[src/rtl/flash_bus_dispatcher.sv]
// flash_bus_dispatcher: pops commands from the command FIFO, issues them on
// the flash bus, streams program beats from the write FIFO and read beats into
// the read FIFO, then posts one result entry per command to the result FIFO.
module flash_bus_dispatcher #(
    parameter int CMD_FIFO_DATA_WIDTH  = 72,
    parameter int WR_FIFO_DATA_WIDTH   = 128,
    parameter int RD_FIFO_DATA_WIDTH   = 136,
    parameter int RSLT_FIFO_DATA_WIDTH = 26,
    parameter int TIMEOUT_CYCLES       = 65535
) (
    input  logic                            i_clk,
    input  logic                            i_rst,
    input  logic [CMD_FIFO_DATA_WIDTH-1:0]  i_cmd_fifo_data,
    input  logic                            i_cmd_fifo_empty,
    output logic                            o_cmd_fifo_re,
    input  logic [WR_FIFO_DATA_WIDTH-1:0]   i_wr_fifo_data,
    input  logic                            i_wr_fifo_empty,
    output logic                            o_wr_fifo_re,
    output logic [RD_FIFO_DATA_WIDTH-1:0]   o_rd_fifo_data,
    output logic                            o_rd_fifo_we,
    input  logic                            i_rd_fifo_full,
    output logic [RSLT_FIFO_DATA_WIDTH-1:0] o_rslt_fifo_data,
    output logic                            o_rslt_fifo_we,
    input  logic                            i_rslt_fifo_full,
    output logic [CMD_FIFO_DATA_WIDTH-1:0]  o_bus_cmd,
    output logic                            o_bus_cmd_valid,
    input  logic                            i_bus_cmd_ready,
    output logic [WR_FIFO_DATA_WIDTH-1:0]   o_bus_wdata,
    output logic                            o_bus_wdata_valid,
    input  logic                            i_bus_wdata_ready,
    input  logic [RD_FIFO_DATA_WIDTH-1:0]   i_bus_rdata,
    input  logic                            i_bus_rdata_valid,
    output logic                            o_bus_rdata_ready,
    input  logic                            i_bus_done,
    input  logic [7:0]                      i_bus_status,
    output logic                            o_busy
);

    typedef enum logic [3:0] {
        IDLE,
        FETCH,
        DECODE,
        ISSUE,
        WDATA_RD,
        WDATA_TX,
        RDATA,
        WAIT_DONE,
        RESULT
    } state_t;

    localparam logic [3:0]  OP_READ    = 4'd1;
    localparam logic [3:0]  OP_PROGRAM = 4'd2;
    localparam logic [3:0]  OP_ERASE   = 4'd3;
    // Watchdog value seen in the last WAIT_DONE cycle before giving up
    localparam logic [15:0] WDOG_LAST  = 16'(TIMEOUT_CYCLES - 1);

    state_t                           state;
    logic [CMD_FIFO_DATA_WIDTH-1:0]   cmd_reg;
    logic [7:0]                       beat_cnt;
    logic [15:0]                      wdog;
    logic [7:0]                       status;
    logic                             err_illegal;
    logic                             err_timeout;
    // Set on the cycle the write FIFO re is issued; next cycle its dout is valid
    logic                             wr_pending;

    logic [3:0]  cmd_op;
    logic [3:0]  cmd_tag;
    logic [7:0]  cmd_len;
    logic        op_legal;
    logic        cmd_illegal;
    logic        rdata_hs;
    logic [7:0]  beats_xfer;
    logic [25:0] rslt_word;

    assign cmd_op  = cmd_reg[71:68];
    assign cmd_tag = cmd_reg[67:64];
    assign cmd_len = cmd_reg[63:56];

    assign op_legal    = (cmd_op == OP_READ) || (cmd_op == OP_PROGRAM) || (cmd_op == OP_ERASE);
    assign cmd_illegal = !op_legal || ((cmd_len == 8'd0) && (cmd_op != OP_ERASE));

    // FIFO strobes are combinational so a re lands on the edge that leaves the
    // requesting state, and a we can never coincide with a full flag.
    assign o_cmd_fifo_re  = (state == IDLE) && !i_cmd_fifo_empty && !i_rst;
    assign o_wr_fifo_re   = (state == WDATA_RD) && !wr_pending && !i_wr_fifo_empty;
    assign o_rslt_fifo_we = (state == RESULT) && !i_rslt_fifo_full;

    assign o_bus_cmd_valid   = (state == ISSUE);
    assign o_bus_cmd         = o_bus_cmd_valid ? cmd_reg : '0;
    assign o_bus_wdata_valid = (state == WDATA_TX);

    // Read path is a pass-through: bus beats go straight into the read FIFO
    assign o_bus_rdata_ready = (state == RDATA) && !i_rd_fifo_full;
    assign rdata_hs          = o_bus_rdata_ready && i_bus_rdata_valid;
    assign o_rd_fifo_we      = rdata_hs;
    assign o_rd_fifo_data    = rdata_hs ? i_bus_rdata : '0;

    assign o_busy = (state != IDLE);

    // Beats actually moved: only data-carrying commands that passed decode count
    always_comb begin
        beats_xfer = 8'd0;
        if (!err_illegal && ((cmd_op == OP_READ) || (cmd_op == OP_PROGRAM)))
            beats_xfer = cmd_len - beat_cnt;
    end

    assign rslt_word        = {cmd_tag, cmd_op, status, beats_xfer, err_illegal, err_timeout};
    assign o_rslt_fifo_data = o_rslt_fifo_we ? rslt_word : '0;

    // Command sequencer: fetch, decode, bus transfer, completion wait, result post
    always_ff @(posedge i_clk or posedge i_rst) begin
        if (i_rst) begin
            state       <= IDLE;
            cmd_reg     <= '0;
            beat_cnt    <= 8'd0;
            wdog        <= 16'd0;
            status      <= 8'd0;
            err_illegal <= 1'b0;
            err_timeout <= 1'b0;
            wr_pending  <= 1'b0;
            o_bus_wdata <= '0;
        end else begin
            case (state)
                IDLE: begin
                    if (!i_cmd_fifo_empty)
                        state <= FETCH;
                end
                FETCH: begin
                    cmd_reg <= i_cmd_fifo_data;
                    state   <= DECODE;
                end
                DECODE: begin
                    beat_cnt    <= cmd_len;
                    status      <= 8'd0;
                    err_timeout <= 1'b0;
                    if (cmd_illegal) begin
                        err_illegal <= 1'b1;
                        state       <= RESULT;
                    end else begin
                        err_illegal <= 1'b0;
                        state       <= ISSUE;
                    end
                end
                ISSUE: begin
                    if (i_bus_cmd_ready) begin
                        if (cmd_op == OP_PROGRAM) begin
                            wr_pending <= 1'b0;
                            state      <= WDATA_RD;
                        end else if (cmd_op == OP_READ) begin
                            state <= RDATA;
                        end else begin
                            wdog  <= 16'd0;
                            state <= WAIT_DONE;
                        end
                    end
                end
                WDATA_RD: begin
                    if (wr_pending) begin
                        o_bus_wdata <= i_wr_fifo_data;
                        wr_pending  <= 1'b0;
                        state       <= WDATA_TX;
                    end else if (!i_wr_fifo_empty) begin
                        wr_pending <= 1'b1;
                    end
                end
                WDATA_TX: begin
                    if (i_bus_wdata_ready) begin
                        beat_cnt <= beat_cnt - 8'd1;
                        if (beat_cnt == 8'd1) begin
                            wdog  <= 16'd0;
                            state <= WAIT_DONE;
                        end else begin
                            state <= WDATA_RD;
                        end
                    end
                end
                RDATA: begin
                    if (rdata_hs) begin
                        beat_cnt <= beat_cnt - 8'd1;
                        if (beat_cnt == 8'd1) begin
                            wdog  <= 16'd0;
                            state <= WAIT_DONE;
                        end
                    end
                end
                WAIT_DONE: begin
                    // A done pulse in the final watchdog cycle still wins
                    if (i_bus_done) begin
                        status <= i_bus_status;
                        state  <= RESULT;
                    end else if (wdog == WDOG_LAST) begin
                        err_timeout <= 1'b1;
                        status      <= 8'hFF;
                        state       <= RESULT;
                    end else begin
                        wdog <= wdog + 16'd1;
                    end
                end
                RESULT: begin
                    if (!i_rslt_fifo_full) begin
                        err_illegal <= 1'b0;
                        err_timeout <= 1'b0;
                        state       <= IDLE;
                    end
                end
                default: state <= IDLE;
            endcase
        end
    end

endmodule

[config.mk]
export PLATFORM = sky130hd
export DESIGN_NAME = flash_bus_dispatcher
export DESIGN_NICKNAME = d
export VERILOG_FILES = /design/src/rtl/flash_bus_dispatcher.sv
export SDC_FILE = /design/constraint.sdc
export NUM_CORES = 1
export LEC_CHECK = 0
export CAP_MARGIN = 0
export CORE_AREA = 5 5 278 280
export DETAILED_ROUTE_END_ITERATION = 10
export DIE_AREA = 0 0 283 285
export PLACE_DENSITY = 0.42
export SLEW_MARGIN = 25
export SYNTH_ARGS = -nofsm -noshare
export SYNTH_HDL_FRONTEND = slang
export SYNTH_SLANG_ARGS = --single-unit
[constraint.sdc]
create_clock -name i_clk -period 9.85 [get_ports i_clk]
set_clock_uncertainty 0.05 [all_clocks]
set_input_delay 2.955 -clock i_clk [delete_from_list [all_inputs] [get_ports i_clk]]
set_output_delay 2.955 -clock i_clk [all_outputs]
set_load 0.01 [all_outputs]
==> results.toml <==
[status]
status = "completed"

[route]
drt-vias-per-instance = 3.86
detail-route-antenna-nets = 0
finalWirelength_um = 57200
firstDrtPassIters = 4
drt_iter0_drc = 411
drc = 0
vias = 10400
post_drt_wl_per_cell_um = 21.2

[timing]
finalSetupViolCount = 0
layout_min_cycle_time_ns = 8.51
fin_tns_setup_ns = 0
max_slew.worst_pin.slew_ns = 1.07
rsz0062_at_grt = "false"
fin_ws_ns = 1.34
min_period_over_period_pct = 86.4
finalMaxSlewViolations = 0
fmax_mhz = 117
slew_headroom_pct = 28.1
hold_violations = 0

[place]
place_area_mm2 = 0.0199
place_congestion = 0.817
port_buffers = 723
dp.cells = 2643
place_ws_ns = 1.24
dpl.hpwl_um = 45800

[floorplanning]
io_pins = 724
core_area_mm2 = 0.0742
die_area_mm2 = 0.0807
die_w_um = 283
rows = 100
start_util_pct = 15.6
die_y_um = 285

[synth]
synth.most_common_cell = "dfrtp_1"
yosys_warnings = 0
async_flop_share_pct = 100
netlist.area_leader.share_pct = 51.5
ys.flop_type = "dfrtp_1"
avgSynthCellArea_um2 = 11.6
seq_area_frac_synth_pct = 51.5
ys_types = 53
synth_edf_count = 0
syn_area_mm2 = 0.0116
ys_ff_latch = 239
syn_inst = 999
synth.top_cells.by_area = "dfrtp_1, mux2_2, and2_1, o21ai_0, ha_1"
synth.largest_area_cell = "dfrtp_1"
syn-num-nets = 1365
synth_common_cells = "dfrtp_1, and2_1, mux2_2"

[global_routing]
grt_start_max_net_pins = 138
grt-ovfl-total = 0
antenna_found_initial = 8
grt_pass1_vias = 11400
grt.total_usage_pct = 13.5
grt_pass1_wl_um = 82300

[clock_tree]
cts_tree = "built"
cts_sinks = 239
clockBufferDepth = 3
clock_latency_ns = 0.60
clk_pin_slew_ns = 0.06
post_cts_resize_count = 0
cts_made_buffers = 30
postCtsHoldBufs = 0
cts_setup_buffers = 0
clockRootBuffer = "clkbuf_16"
cts.htree.levels = 1

[worst_setup_path]
slowest_stage = "nand4b_1"
worstPathCellList = "clkdlybuf4s50_1 > nor4_2 > buf_4 > nand4b_1 > a21oi_1 > clkdlybuf4s50_1"
worst_ep_required_time_ns = 6.85
startpoint_type = "input pin"
rr_startpoint = "state[2]"
path_max_fanout = 22
critPathArrivalTime_ns = 5.51
path_class = "in -> out"
crit_path_max_incr_delay_ns = 0.66
endpoint_kind = "primary output"
startpoint = "i_rslt_fifo_full"
crit_top_cell = "clkdlybuf4s50_1"

[cells_and_area]
syn2layout_area_growth_pct = 81.4
finalInstanceArea_mm2 = 0.0211
ff_latch_area_mm2 = 0.00598
largest_reg_flops = 128
drive_gt1_share_pct = 16.1
finalNonFillerCells = 2703
multi_input_area_mm2 = 0.00530
fillers = 7701
nets = 2073

[pwr]
p_comb_share_pct = 42.8
internal_power_mw = 3.44
power.net_switching_mw = 1.73
p_leak_nw = 8.37
p_per_area_mw_per_mm2 = 245
max-vdd-ir-drop_mv = 0.173
p_seq_share_pct = 34.2
power_frac_clock_pct = 23.0
swShare_pct = 33.4
power_mw = 5.17

[run]
drv_cap = 0

[worst_hold_path]
hold_class = "reg -> reg"
hold_start = "cmd_reg[6]"
==> layout by cell type, fill, tap and decap left out, types with 7 or more instances in the layout <==
master	count
a21o_1	8
a21oi_1	27
a31oi_1	7
and2_1	229
buf_4	8
clkbuf_16	30
clkbuf_8	12
clkdlybuf4s50_1	723
dfrtp_1	239
ha_1	11
inv_1	25
mux2_1	7
mux2_2	199
nand2_1	23
nand3_1	11
nand4_1	8
nor2_1	29
nor3_1	9
o21ai_0	37
==> power by group through the flow <==
stage | combinational (mW) | sequential [mW] | clock [mW]
floorplan | 0.969 | 1.81 | 0
global placement | 2.26 | 1.77 | 0
detailed placement | 2.27 | 1.79 | 0
CTS | 2.28 | 1.78 | 1.24
global route | 2.39 | 1.84 | 1.28
finish | 2.21 | 1.77 | 1.19
==> layout make-up <==
cell class / instances / share of cell area (%)
well taps: 969 / 5.76
flip-flops and latches: 239 / 28.4
inverters: 26 / 0.499
clock inverters: 9 / 0.701
clock buffers: 47 / 4.44
repair buffers: 735 / 35.0
multi-input cells: 675 / 25.2
diodes: 3 / 0.0356
==> worst paths after layout <==
check	endpoint	slack (ns)	cells after the start
worst max-delay path	o_rslt_fifo_data[9]	1.34	6
worst min-delay path	cmd_reg[6]	0.43	1
worst max register to register	o_bus_wdata[42]	6.62	4
min in group asynchronous	cmd_reg[60]	2.71	2
max in group asynchronous	o_bus_wdata[71]	5.47	4
worst min register to register	cmd_reg[6]	0.43	1
==> per-layer routing <==
metal,vias up,track usage (%),wire [µm]
li1,4820,-,-
met1,5063,14.2,20600
met2,489,25.4,29900
met3,60,5.62,5630
met4,6,2.51,1060
met5,-,0,39
==> critical path, delay by kind of cell <==
kind	cells	cell delay, ns
buffers and inverters	3	1.33
AOI/OAI and AO/OA	1	0.34
and+or+nand+nor	2	0.88
==> per-stage QoR <==
| step | hold slack [ns] | utilization [%] |
|---|---|---|
| detailed placement | 0.420 | 26.9 |
| floorplan | 0.397 | - |
| CTS | 0.436 | 28.3 |
| finish | 0.431 | 28.4 |
| global placement | 0.414 | 26.8 |
| global route | 0.444 | 28.4 |
==> cells by family (layout without fill, tap and decap cells) <==
| group | Yosys count | after routing | share of synthesized area [%] |
|---|---|---|---|
| multiplexers | 208 | 208 | 20.2 |
| adder cells (fa/ha/maj) | 13 | 13 | 1.44 |
| AND/OR/NAND/NOR | 345 | 345 | 18.0 |
| other | 0 | 3 | 0 |
| XOR/XNOR | 7 | 7 | 0.528 |
| flip-flops | 239 | 239 | 51.5 |
| buffers and inverters | 85 | 817 | 3.15 |
| AO/OA/AOI/OAI | 102 | 102 | 5.23 |
Power figures use the tool's default switching activity.
